[src/rtl/fib_pkg.sv]
// Shared definitions for the Fibonacci iteration counter: state encoding,
// default width and the two lt thresholds.
package fib_pkg;

  localparam int FIB_WIDTH    = 3;
  localparam int FIB_THR_BASE = 2;
  localparam int FIB_THR_ZERO = 1;

  typedef enum logic [1:0] {
    IDLE = 2'd0,
    RUN  = 2'd1,
    DONE = 2'd2
  } fib_state_t;

  // True when a threshold is representable and non-zero at the given width.
  function automatic bit fib_thr_ok(input int width, input int thr);
    return (thr >= 1) && (thr <= ((1 << width) - 1));
  endfunction

endpackage

[src/rtl/fib_lt_cmp.sv]
// Unsigned WIDTH-bit "count below threshold" compare; the threshold is
// picked by the captured mode bit.
module fib_lt_cmp
  import fib_pkg::*;
#(
  parameter int WIDTH = FIB_WIDTH,
  parameter int THR0  = FIB_THR_BASE,
  parameter int THR1  = FIB_THR_ZERO
) (
  input  logic [WIDTH-1:0] cnt,
  input  logic             mode_q,
  output logic             lt
);

  localparam logic [WIDTH-1:0] THR0_V = WIDTH'(THR0);
  localparam logic [WIDTH-1:0] THR1_V = WIDTH'(THR1);

  logic [WIDTH-1:0] thr;

  assign thr = mode_q ? THR1_V : THR0_V;
  assign lt  = (cnt < thr);

endmodule

[src/rtl/fib_iter_counter.sv]
// Registered iteration counter for the Fibonacci sequencer: load n, count
// down on step, and report completion through a busy/done handshake.
module fib_iter_counter
  import fib_pkg::*;
#(
  parameter int WIDTH = FIB_WIDTH,
  parameter int THR0  = FIB_THR_BASE,
  parameter int THR1  = FIB_THR_ZERO
) (
  input  logic             clk,
  input  logic             rst,
  input  logic             ld,
  input  logic [WIDTH-1:0] n,
  input  logic             mode,
  input  logic             step,
  output logic [WIDTH-1:0] cnt,
  output logic             lt,
  output logic             busy,
  output logic             done
);

  if ((WIDTH < 2) || (WIDTH > 16)) begin : g_bad_width
    $error("fib_iter_counter: WIDTH must lie in 2..16");
  end
  if (!fib_thr_ok(WIDTH, THR0)) begin : g_bad_thr0
    $error("fib_iter_counter: THR0 must lie in 1..2**WIDTH-1");
  end
  if (!fib_thr_ok(WIDTH, THR1)) begin : g_bad_thr1
    $error("fib_iter_counter: THR1 must lie in 1..2**WIDTH-1");
  end

  localparam logic [WIDTH-1:0] ONE = WIDTH'(1);

  fib_state_t state;
  logic       mode_q;

  fib_lt_cmp #(
    .WIDTH (WIDTH),
    .THR0  (THR0),
    .THR1  (THR1)
  ) u_lt_cmp (
    .cnt    (cnt),
    .mode_q (mode_q),
    .lt     (lt)
  );

  // Handshake: ld is taken on any clock edge outside reset and always beats
  // step; step is taken only in RUN while ld=0 and lt=0, and busy marks the
  // cycles in which a step can be taken. done is a one-cycle completion
  // pulse, and busy/done are registered copies of the RUN/DONE states.
  always_ff @(posedge clk or posedge rst) begin
    if (rst) begin
      state  <= IDLE;
      cnt    <= '0;
      mode_q <= 1'b0;
      busy   <= 1'b0;
      done   <= 1'b0;
    end else begin
      case (state)
        IDLE: begin
          if (ld) begin
            cnt    <= n;
            mode_q <= mode;
            state  <= RUN;
            busy   <= 1'b1;
            done   <= 1'b0;
          end
        end
        RUN: begin
          if (ld) begin
            cnt    <= n;
            mode_q <= mode;
          end else if (lt) begin
            // Base case reached: hold cnt so the sequencer can read it.
            state <= DONE;
            busy  <= 1'b0;
            done  <= 1'b1;
          end else if (step) begin
            cnt <= cnt - ONE;
          end
        end
        DONE: begin
          if (ld) begin
            cnt    <= n;
            mode_q <= mode;
            state  <= RUN;
            busy   <= 1'b1;
            done   <= 1'b0;
          end else begin
            state <= IDLE;
            busy  <= 1'b0;
            done  <= 1'b0;
          end
        end
        default: begin
          state <= IDLE;
          busy  <= 1'b0;
          done  <= 1'b0;
        end
      endcase
    end
  end

endmodule

[config.mk]
export PLATFORM = sky130hd
export DESIGN_NAME = fib_iter_counter
export DESIGN_NICKNAME = d
export VERILOG_FILES = /design/src/rtl/fib_pkg.sv /design/src/rtl/fib_lt_cmp.sv /design/src/rtl/fib_iter_counter.sv
export SDC_FILE = /design/constraint.sdc
export NUM_CORES = 1
export LEC_CHECK = 0
export CAP_MARGIN = 20
export CORE_AREA = 3 3 40 42
export CTS_CLUSTER_SIZE = 40
export DETAILED_ROUTE_END_ITERATION = 6
export DIE_AREA = 0 0 43 45
export PLACE_DENSITY = 0.57
export SLEW_MARGIN = 20
export SYNTH_ARGS = -nofsm -noshare
export SYNTH_HDL_FRONTEND = slang
export SYNTH_HIERARCHICAL = 1
export SYNTH_SLANG_ARGS = --single-unit
[constraint.sdc]
create_clock -name clk -period 2.02 [get_ports clk]
set_input_delay 0.404 -clock clk [delete_from_list [all_inputs] [get_ports clk]]
set_output_delay 0.404 -clock clk [all_outputs]
set_load 0.05 [all_outputs]
# [Word-level counts from Yosys, hierarchy flattened]
# Cells that the tools add are included.
[totals] in_bits=8 elab_cells=42 register_bits=8 out_inout_bits=6
[classes] n_mux=20 add_sub_neg=1 n_eq_ne=8 n_reduce_logical=7 order_cmp=1
[ops] op="3-bit 2-to-1 mux" n=4
[ops] op="1-bit 2-to-1 mux" n=8
[ops] op="2-bit 2-to-1 mux" n=4
[ops] op="2-bit inequality test (second input constant)" n=3
[ops] op="3-bit inequality test (second input constant)" n=2
[ops] op="2-bit case mux with 3 select lines" n=1
[ops] op="3-bit case mux with 2 select lines" n=1
[ops] op="4-bit AND reduction" n=1
[ops] op="3-bit less-than comparator" n=1
[ops] op="1-bit case mux with 3 select lines" n=1
[ops] op="3-bit AND reduction" n=1
[ops] op="3-bit OR reduction" n=1
[ops] op="3-bit by 1-bit subtractor with 3-bit output (second input constant)" n=1
[ops] op="2-bit by 1-bit equality test with 1-bit output (second input constant)" n=1
[ops] op="2-bit equality test (second input constant)" n=1
[ops] op="2-bit logical NOT" n=1
[ops] op="2-bit by 1-bit inequality test with 1-bit output (second input constant)" n=1
[ops] op="1-bit case mux with 2 select lines" n=1
[ops] op="2-bit AND reduction" n=1
[ops] op="2-bit nonzero test" n=1
[ops] op="2-bit OR reduction" n=1

# [Depth between registers and ports, before layout]
# Gate-level depths: netlist of run 1.
[depth] word_depth=5 ltp_mapped=5 depth_no_buf=5

# [Modules after synthesis]
# The synthesis of run 1 kept the hierarchy.
[modules_own_cells] mod="fib_iter_counter" area_per_inst_um2=416.6 seq_area_each_um2=175.2 cells_each=40 n_inst=1
[modules_own_cells] mod="fib_lt_cmp" area_per_inst_um2=31.3 seq_area_each_um2=0.0 cells_each=3 n_inst=1

# [Worst setup path before layout of run 1]
# Ideal clock, no wire load.
[synth_path] path_kind="flip-flop to flip-flop" start="register cnt[1]" end="register cnt[1]" arrival_ns=2.434 setup_time_ns=0.079 path_stages_with_launch=6 period_less_slack_ns=2.514 slack_ns=-0.494 required_ns=1.941 cell_sequence="dfrtp_1 > ha_1 > a211oi_2 > and3b_1 > o21ai_0 > mux2i_1"
[synth_between] elab_cells_between_ends=8 cone_classes="add/sub: 1; order compare: 1; eq/ne: 1; mux: 4; reduce/logical: 1"
[synth_lines] item="start, declared" line_no="fib_iter_counter.sv:16" rtl="output logic [WIDTH-1:0] cnt,"
[synth_lines] item="start signal, assigned" line_no="fib_iter_counter.sv:62" rtl="cnt <= n;"
[synth_lines] item="start signal, assigned" line_no="fib_iter_counter.sv:71" rtl="cnt <= n;"
[synth_lines] item="start signal, assigned" line_no="fib_iter_counter.sv:79" rtl="cnt <= cnt - ONE;"
[synth_lines] item="3-bit less-than comparator" line_no="fib_lt_cmp.sv:21" rtl="assign lt = (cnt < thr);"
[synth_lines] item="via lt" line_no="fib_iter_counter.sv:17" rtl="output logic lt,"
[synth_lines] item="3-bit inequality test (no line)"
[synth_lines] item="4-bit AND reduction (no line)"
# The timed path passes the listed nets, and every way through them passes these cells. The select of a mux whose other input is x is not followed.
# A chain may end at the register's enable or synchronous reset.

# [Worst setup path after layout of run 1]
[layout_path] start="register mode_q" end="output lt"
[layout_between] elab_chain_cells=2
[layout_rtl] item="start, declared" line_no="fib_iter_counter.sv:35" rtl="logic mode_q;"
[layout_rtl] item="start signal, assigned" line_no="fib_iter_counter.sv:63" rtl="mode_q <= mode;"
[layout_rtl] item="start signal, assigned" line_no="fib_iter_counter.sv:72" rtl="mode_q <= mode;"
[layout_rtl] item="start signal, assigned" line_no="fib_iter_counter.sv:85" rtl="mode_q <= mode;"
[layout_rtl] item="2-bit 2-to-1 mux" line_no="fib_lt_cmp.sv:20" rtl="assign thr = mode_q ? THR1_V : THR0_V;"
[layout_rtl] item="3-bit less-than comparator" line_no="fib_lt_cmp.sv:21"
[layout_rtl] item="end, declared" line_no="fib_iter_counter.sv:17"
# No other way between the ends.

==> metrics.txt, run 1 <==
status finished clean; P_leak 0.272 nW; Post-Synth Simple-Gate Area 21.8%; final weighted congestion in routability-driven placement roughly 0.73; multi-input logic area 259 µm²; Inserted Diodes 0; RSZ-0062 raised after global routing false; IO Pins 14; worst r2r path cells 5; mapped cell area about 450 µm²; Max-Slew Margin vs Limit about two thirds; top cell family by delay on the critical path flip-flops; largest net degree at the start of global routing 13; adder-cell share of the synthesized area 5.59%; die area around 0.0019 mm²; post-synth top area share 39.1%; drt total wl 977 µm; top area cells in the synthesized netlist dfrtp_1 39%, ha_1 5.6%, a21oi_1 4.5%; worst clock skew 0.000221 ns; worst path cell trace ha_4, a211oi_4, buf_4, buf_12; Crit path depth 4; worst path bufs/invs 2; FP Rows 13; Gates resized, CTS repair 0; CP max-delay cell dfrtp_1; setup bufs post-CTS 0; clock latency on the worst-skew pair 0.24 ns; Synthesized Nets 53; Final min period 1.90 ns; First DRT Iteration DRCs 4; DRT Pass-1 Iters 2; placed insts 71; HP Class input pin to asynchronous set/reset pin; Clock Sinks 7; # port buffers 13; maximum clock frequency 526 MHz; Vias/cell 4.95; Critical Path End Type output pin; actual slew at the worst max-slew pin 0.500 ns; Final Hold Viols 0; Vert. Die Dim 45 µm; critical path required time 1.62 ns; DP HPWL 797 µm; area growth from synthesis to layout 44.4%; largest family of logic cells by synthesized area simple AND/OR/NAND/NOR gates; H-tree Lvls 1; max_cap viols 0; CTS buffer count 3; worst flop-to-flop path endpoint cnt[1]; CP Launch Type flop; Max Slew Vio Count 0; CTS Root Cell clkbuf_4; clk slew on worst S/H paths approximately 0.05 ns; DRC 0; total core area 0.00128 mm²; CP max stage delay 0.42 ns; Netlist cell types 24; post-synthesis sequential area ratio roughly two fifths; synthesized area per cell 10.4 µm²; Seq. cell area roughly 180 µm²; R2R Path Start mode_q; final setup vio count 0; Final ANT Viol Nets 0; Max clock buf depth 2; Synth area leader dfrtp_1; Total Routing Usage GR 11.7%; first-pass GRT wire length 1730 µm; final core utilization 50.3%; NumNets Final between 70 and 80; via count 371; synth warn 6; Worst R2R Setup Slack 0.34 ns; starting density of the core 34.9%; Peak supply drop 611 µV; wire length per cell 13.0 µm; arrival time at the worst endpoint 1.50 ns; Power Dens Cells 1630 mW/mm²; final worst-path cycle share between 90% and 100%; vias in the first global route 376; Fillers 124; kind of critical path flop to output pin; Seq cells post-synth 7; CTS tree done; mux contribution to synthesized area between 8 and 9%; share of layout cells above drive strength 1 26.7%; final cell count without fillers between 70 and 80; initial antenna violation count 0; critical-path maximum fanout 3; xor/xnor share of the synthesized area 0%; Synth Area in Compound Gates approximately 18%; Overall Power 1.05 mW; Hold Buf Count CTS 0; Mapped Cells 43; GRT Residual Overflow 0; width of the die 43 µm
cell type report:
cell class	count	area share (%)
sequential	7	27.5
timing repair buffer	15	23.2
multi-input combinational	30	40.0
inverter	4	2.32
clock buffer	4	4.06
tap	15	2.90
routing by layer:
layer | routed length [µm] | global-route usage, % | part of all wire, %
met1 | 424 | 16.0 | 43
met2 | 471 | 18.3 | 48
met3 | 81 | 1.99 | 8.3
met4 | 0 | 5.42 | 0
met5 | 0 | 0 | 0
cell usage after synthesis:
master and n:
a211oi_2 1, a21boi_2 1, a21oi_1 4, a32oi_1 1, and3b_1 1, and4b_1 1, buf_4 1, buf_6 1
dfrtp_1 7, ha_1 2, inv_1 4, mux2_2 1, mux2_4 1, mux2i_1 1, nand2_1 3, nand2b_1 2
nand2b_4 1, nor2_1 1, nor2b_1 2, nor3b_1 1, nor4b_1 2, o211ai_1 1, o21ai_0 2, o32a_1 1
how the worst max path moves through the flow:
stage                start     end  slack (ns)
floorplan           cnt[1]  cnt[2]       -0.05
global placement        ld  cnt[2]        0.32
detailed placement      ld  cnt[2]        0.30
CTS                 mode_q      lt         0.1
global route        mode_q      lt        0.04
finish              mode_q      lt        0.12
layout by cell type (no fill, tap or decap), types with 2 or more instances in the layout:
cell type        instances
dfrtp_1                  5
inv_1                    4
clkbuf_4                 3
buf_4                    4
nor2b_1                  2
clkdlybuf4s50_1         10
a21oi_1                  4
nand2_1                  3
nand2b_1                 2
nor4b_1                  2
dfrtp_2                  2
worst register-to-register path, cell delays in order, from the launching register on:
cell and delay (ns):
dfrtp_1 0.42, ha_4 0.27, a211oi_4 0.26, and3b_1 0.22
o21ai_1 0.20, mux2i_1 0.22
power breakdown:
part / internal, mW / switching [mW] / leakage [nW]
combinational: 0.287 / 0.355 / 0.176
clock: 0.0751 / 0.0468 / 0.0150
sequential: 0.199 / 0.0912 / 0.0813
registers in the layout, summed over array words and instances (netlist names):
register	flops
done	1
mode_q	1
state	1
cnt	3
busy	1
metrics by stage:
stage / area, µm² / hold WS (ns) / setup slack, ns / setup TNS, ns
after floorplan: 470 / 0.207 / -0.0497 / -0.0969
after global placement: 621 / 0.596 / 0.320 / 0
after detailed placement: 621 / 0.612 / 0.298 / 0
after CTS: 647 / 0.384 / 0.0998 / 0
after global routing: 647 / 0.404 / 0.0352 / 0
final: 647 / 0.385 / 0.119 / 0
logic make-up after synthesis:
| kind of cell | count (synthesis) |
|---|---|
| AND/OR/NAND/NOR | 14 |
| AO/OA/AOI/OAI | 11 |
| flip-flops | 7 |
| buffers and inverters | 6 |
| multiplexers | 3 |
| adder cells (fa/ha/maj) | 2 |
(Power assumes the default switching activity.)
==> run 2, diff against run 1 <==
==> constraint.sdc (replaced) <==
create_clock -name clk -period 2.02 [get_ports clk]
set_input_delay 0.202 -clock clk [delete_from_list [all_inputs] [get_ports clk]]
set_output_delay 0.202 -clock clk [all_outputs]
set_load 0.05 [all_outputs]
==> metrics.txt, run 2 (synthesis results as in run 1) <==
status finished clean; Vias/cell 4.89 (-1.1%); kind of critical path flop to output pin; HP Class input pin to asynchronous set/reset pin; critical path required time 1.82 ns (+0.20 ns); Power Dens Cells 1630 mW/mm² (+0.32%); CP max-delay cell clkdlybuf4s50_1; DP HPWL 745 µm (-6.5%); clock latency on the worst-skew pair 0.24 ns (about the same); R2R Path Start mode_q; setup bufs post-CTS 0 (unchanged); drt total wl 952 µm (-2.6%); final std cell area, no fill 637 µm² (-1.5%); final weighted congestion in routability-driven placement 0.753 (+3.0%); CTS Root Cell clkbuf_4; worst r2r path cells 5 (unchanged); RSZ-0062 raised after global routing false; multi-input logic area 259 µm² (unchanged); Hold Worst Slack 0.189 ns (-0.196 ns); Final min period 1.82 ns (-0.0839 ns); FP Rows 13 (unchanged); Hold Buf Count CTS 0 (unchanged); worst path cell trace clkdlybuf4s50_1; critical-path maximum fanout 9 (+6); worst flop-to-flop path endpoint cnt[1]; CTS tree done; Seq. cell area 178 µm² (unchanged); IO Pins 14 (unchanged); most frequent cells in the layout 12 x clkdlybuf4s50_1, 5 x dfrtp_1, 4 x a21oi_1, 4 x inv_1; CP Launch Type flop; clk slew on worst S/H paths 0.05 ns (about the same); max FFs per register 3 (unchanged); die area 0.00194 mm² (unchanged); first-pass GRT wire length 1670 µm (-3.2%); worst clock skew 0.00396 ns (+0.00374 ns); Critical Path End Type output pin; Inserted Diodes 0 (unchanged); dpl ws 0.279 ns (-0.0189 ns); Total Routing Usage GR 11.6% (-0.18 points); CP max stage delay 0.87 ns (+0.45 ns); DRT Pass-1 Iters 2 (unchanged); worst path bufs/invs 1 (-1); Fillers 122 (-1.6%); P_leak 0.259 nW (-4.6%); wire length per cell 13.0 µm (+0.11%); max_cap viols 0 (unchanged); share of layout cells above drive strength 1 20.7% (-6.0 points); Peak supply drop 608 µV (-0.43%); final setup TNS 0 ns (unchanged); GRT Residual Overflow 0 (unchanged); maximum clock frequency 550 MHz (+4.6%); Clock Sinks 7 (unchanged); DRC 0 (unchanged); via count 357 (-3.8%); area growth from synthesis to layout 42.2%; most common cell after layout, fill and taps aside clkdlybuf4s50_1; # port buffers 13 (unchanged); Max Slew Vio Count 0 (unchanged); final worst-path cycle share 90.0% (-4.2 points); NumNets Final 69 (-2.8%); starting density of the core 34.9% (unchanged); Final Hold Viols 0 (unchanged); Vert. Die Dim 45 µm (unchanged); actual slew at the worst max-slew pin 0.501 ns (+0.00135 ns); total core area 0.00128 mm² (unchanged); top cell family by delay on the critical path buffers and inverters; CTS buffer count 3 (unchanged); largest net degree at the start of global routing 13 (unchanged); final worst slack 0.203 ns (+0.0839 ns); First DRT Iteration DRCs 3 (-1); vias in the first global route 372 (-1.1%); largest reg by FF count cnt; width of the die 43 µm (unchanged); initial antenna violation count 0 (unchanged); Max-Slew Margin vs Limit 66.5% (-0.090 points); Final ANT Viol Nets 0 (unchanged); Max clock buf depth 2 (unchanged); final setup vio count 0 (unchanged); Placed Area 611 µm² (-1.6%); H-tree Lvls 1 (unchanged); Worst R2R Setup Slack 0.28 ns (-0.06 ns); arrival time at the worst endpoint 1.62 ns (+0.12 ns); Gates resized, CTS repair 0 (unchanged)
-- run 2: cell types whose count changed in the layout (fill, tap and decap cells not counted) --
cell             previous run  this run
buf_4                       4         0
clkdlybuf4s50_1            10        12
-- run 2: layer usage --
metal	part of all wire, %	track usage, %	routed length (µm)	vias to the layer above
met5	0	0	0	-
met4	0	3.61	0	0
met3	7.0	4.78	67	0
met2	43	17.1	412	11
met1	50	15.5	472	165
li1	-	-	-	181
-- run 2: power breakdown --
group	switching (mW)	internal [mW]	total [mW]
clock network	0.0493	0.0752	0.125
registers	0.0962	0.199	0.295
logic	0.347	0.274	0.621
-- run 2: per-stage QoR --
step           instances  power, mW  util (%)
3_5_place_dp          69      0.921      47.5
2_1_floorplan         43      0.723         -
3_3_place_gp          69      0.909      47.5
6_report              73       1.04      49.6
4_1_cts               73       1.05      49.6
5_1_grt               73       1.13      49.6
-- run 2: area by class of cell --
type                    count  share of cell area [%]
flip-flops and latches      7                    27.9
clock buffers               4                    4.13
multi-input cells          30                    40.7
repair buffers             13                    22.0
well taps                  15                    2.95
inverters                   4                    2.36
-- run 2: worst max-delay path by stage --
stage,start,to,slack (ns),depth (start not counted)
4_1_cts,done,done,0.20,1
6_report,done,done,0.20,1
3_5_place_dp,mode_q,cnt[1],0.28,5
5_1_grt,done,done,0.12,1
2_1_floorplan,cnt[1],cnt[2],-0.05,5
3_3_place_gp,mode_q,cnt[1],0.31,5
==> run 3, diff against run 2 <==
Clock period 2.02 ns to 2.2 ns, I/O delays scaled along.
==> metrics.txt, run 3 (synthesis results as in run 1) <==
# port buffers 13 (unchanged); Final ANT Viol Nets 0 (unchanged); Clock Sinks 7 (unchanged); setup bufs post-CTS 0 (unchanged); clock latency on the worst-skew pair 0.24 ns (about the same); Vert. Die Dim 45 µm (unchanged); Hold Buf Count CTS 0 (unchanged); CP max-delay cell dfrtp_2; final setup TNS 0 ns (unchanged); die area 0.00194 mm² (unchanged); initial antenna violation count 0 (unchanged); NumNets Final 69 (unchanged); RSZ-0062 raised after global routing false; Vias/cell 5.12 (+4.8%); critical-path maximum fanout 4 (-5); Max-Slew Margin vs Limit 66.9% (+0.39 points); DRC 0 (unchanged); Total Routing Usage GR 12.0% (+0.42 points); arrival time at the worst endpoint 2.00 ns (+0.38 ns); max_cap viols 0 (unchanged); vias in the first global route 372 (unchanged); final worst slack 0.358 ns (+0.156 ns); clock power share 12.2% (+0.2 points); DP HPWL 752 µm (+0.89%); DRT Pass-1 Iters 4 (+2); share of layout cells above drive strength 1 17.2% (-3.4 points); clk slew on worst S/H paths 0.05 ns (about the same); switching share of power 47.6% (+0.31 points); actual slew at the worst max-slew pin 0.495 ns (-0.00577 ns); worst clock skew 0.00230 ns (-0.00167 ns); Placed Area 597 µm² (-2.3%); width of the die 43 µm (unchanged); starting density of the core 34.9% (unchanged); FP Rows 13 (unchanged); most frequent cells in the layout 12 x clkdlybuf4s50_1, 6 x dfrtp_1, 4 x a21oi_1, 4 x inv_1; final cell count without fillers 73 (unchanged); final setup vio count 0 (unchanged); switching power 444 µW (-9.9%); kind of critical path flop to flop; worst path bufs/invs 0 (-1); CTS buffer count 3 (unchanged); max FFs per register 3 (unchanged); dpl ws 0.357 ns (+0.0778 ns); placed insts 69 (unchanged); Peak supply drop 714 µV (+17%); area growth from synthesis to layout 39.1%; IO Pins 14 (unchanged); First DRT Iteration DRCs 1 (-2); largest reg by FF count cnt; most common cell after layout, fill and taps aside clkdlybuf4s50_1; final weighted congestion in routability-driven placement 0.667 (-11%); CTS tree done; Internal 488 µW (-11%); CP Launch Type flop; via count 374 (+4.8%); final worst-path cycle share 83.7%; wire length per cell 13.3 µm (+2.3%); Max clock buf depth 2 (unchanged); CP max stage delay 0.40 ns (-0.47 ns); critical path required time 2.36 ns (+0.54 ns); total core area 0.00128 mm² (unchanged); largest net degree at the start of global routing 13 (unchanged); GRT Residual Overflow 0 (unchanged); maximum clock frequency 543 MHz; final std cell area, no fill 623 µm² (-2.2%); Inserted Diodes 0 (unchanged); drt total wl 974 µm (+2.3%); worst path cell trace ha_1, a211oi_4, and3b_1, o21ai_1, mux2i_1; HP Class input pin to asynchronous set/reset pin; top cell family by delay on the critical path compound AO/OA/AOI/OAI gates; CTS Root Cell clkbuf_4; Power Dens Cells 1500 mW/mm² (-8.5%); combinational power share 59.7% (about the same); H-tree Lvls 1 (unchanged); first-pass GRT wire length 1700 µm (+1.7%); sequential share of power 28.1% (-0.3 points); Critical Path End Type flop; Max Slew Vio Count 0 (unchanged); Gates resized, CTS repair 0 (unchanged); P_leak 0.261 nW (+0.47%); final core utilization 48.5% (-1.1 points); status finished clean; Final Hold Viols 0 (unchanged); Final min period 1.84 ns
## run 3: power groups by stage
stage,clock network (mW),logic (mW),registers (mW)
detailed placement,0,0.559,0.265
finish,0.114,0.556,0.262
global placement,0,0.560,0.263
floorplan,0,0.270,0.375
CTS,0.122,0.562,0.262
global route,0.130,0.602,0.272
## run 3: worst paths after layout
kind                             to  slack (ns)  cells past startpoint   start
max                          cnt[1]        0.36                      5  cnt[1]
min                        state[0]        0.22                      2     rst
max reg2reg                  cnt[1]        0.36                      5  cnt[1]
min reg2reg                  mode_q        0.55                      1  mode_q
max in group asynchronous    cnt[1]        1.73                      2     rst
min in group clk             mode_q        0.55                      1  mode_q
## run 3: through the flow
step	hold WS (ns)	power (mW)
2_1_floorplan	0.0233	0.645
3_3_place_gp	0.484	0.823
3_5_place_dp	0.481	0.824
4_1_cts	0.211	0.947
5_1_grt	0.221	1.00
6_report	0.215	0.932
## run 3: area by class of cell
cell class / instances / area (µm²)
clock buffers: 4 / 26.3
repair buffers: 13 / 140
inverters: 4 / 15.0
fillers: 130 / 662
multi-input cells: 30 / 246
flip-flops and latches: 7 / 176
well taps: 15 / 18.8
## run 3: layer usage
layer	up-vias	part of all wire, %	track usage (%)
met3	2	5.5	3.98
met1	177	47	15.7
met5	-	0	0
li1	186	-	-
met4	0	0.41	5.42
met2	9	47	18.0
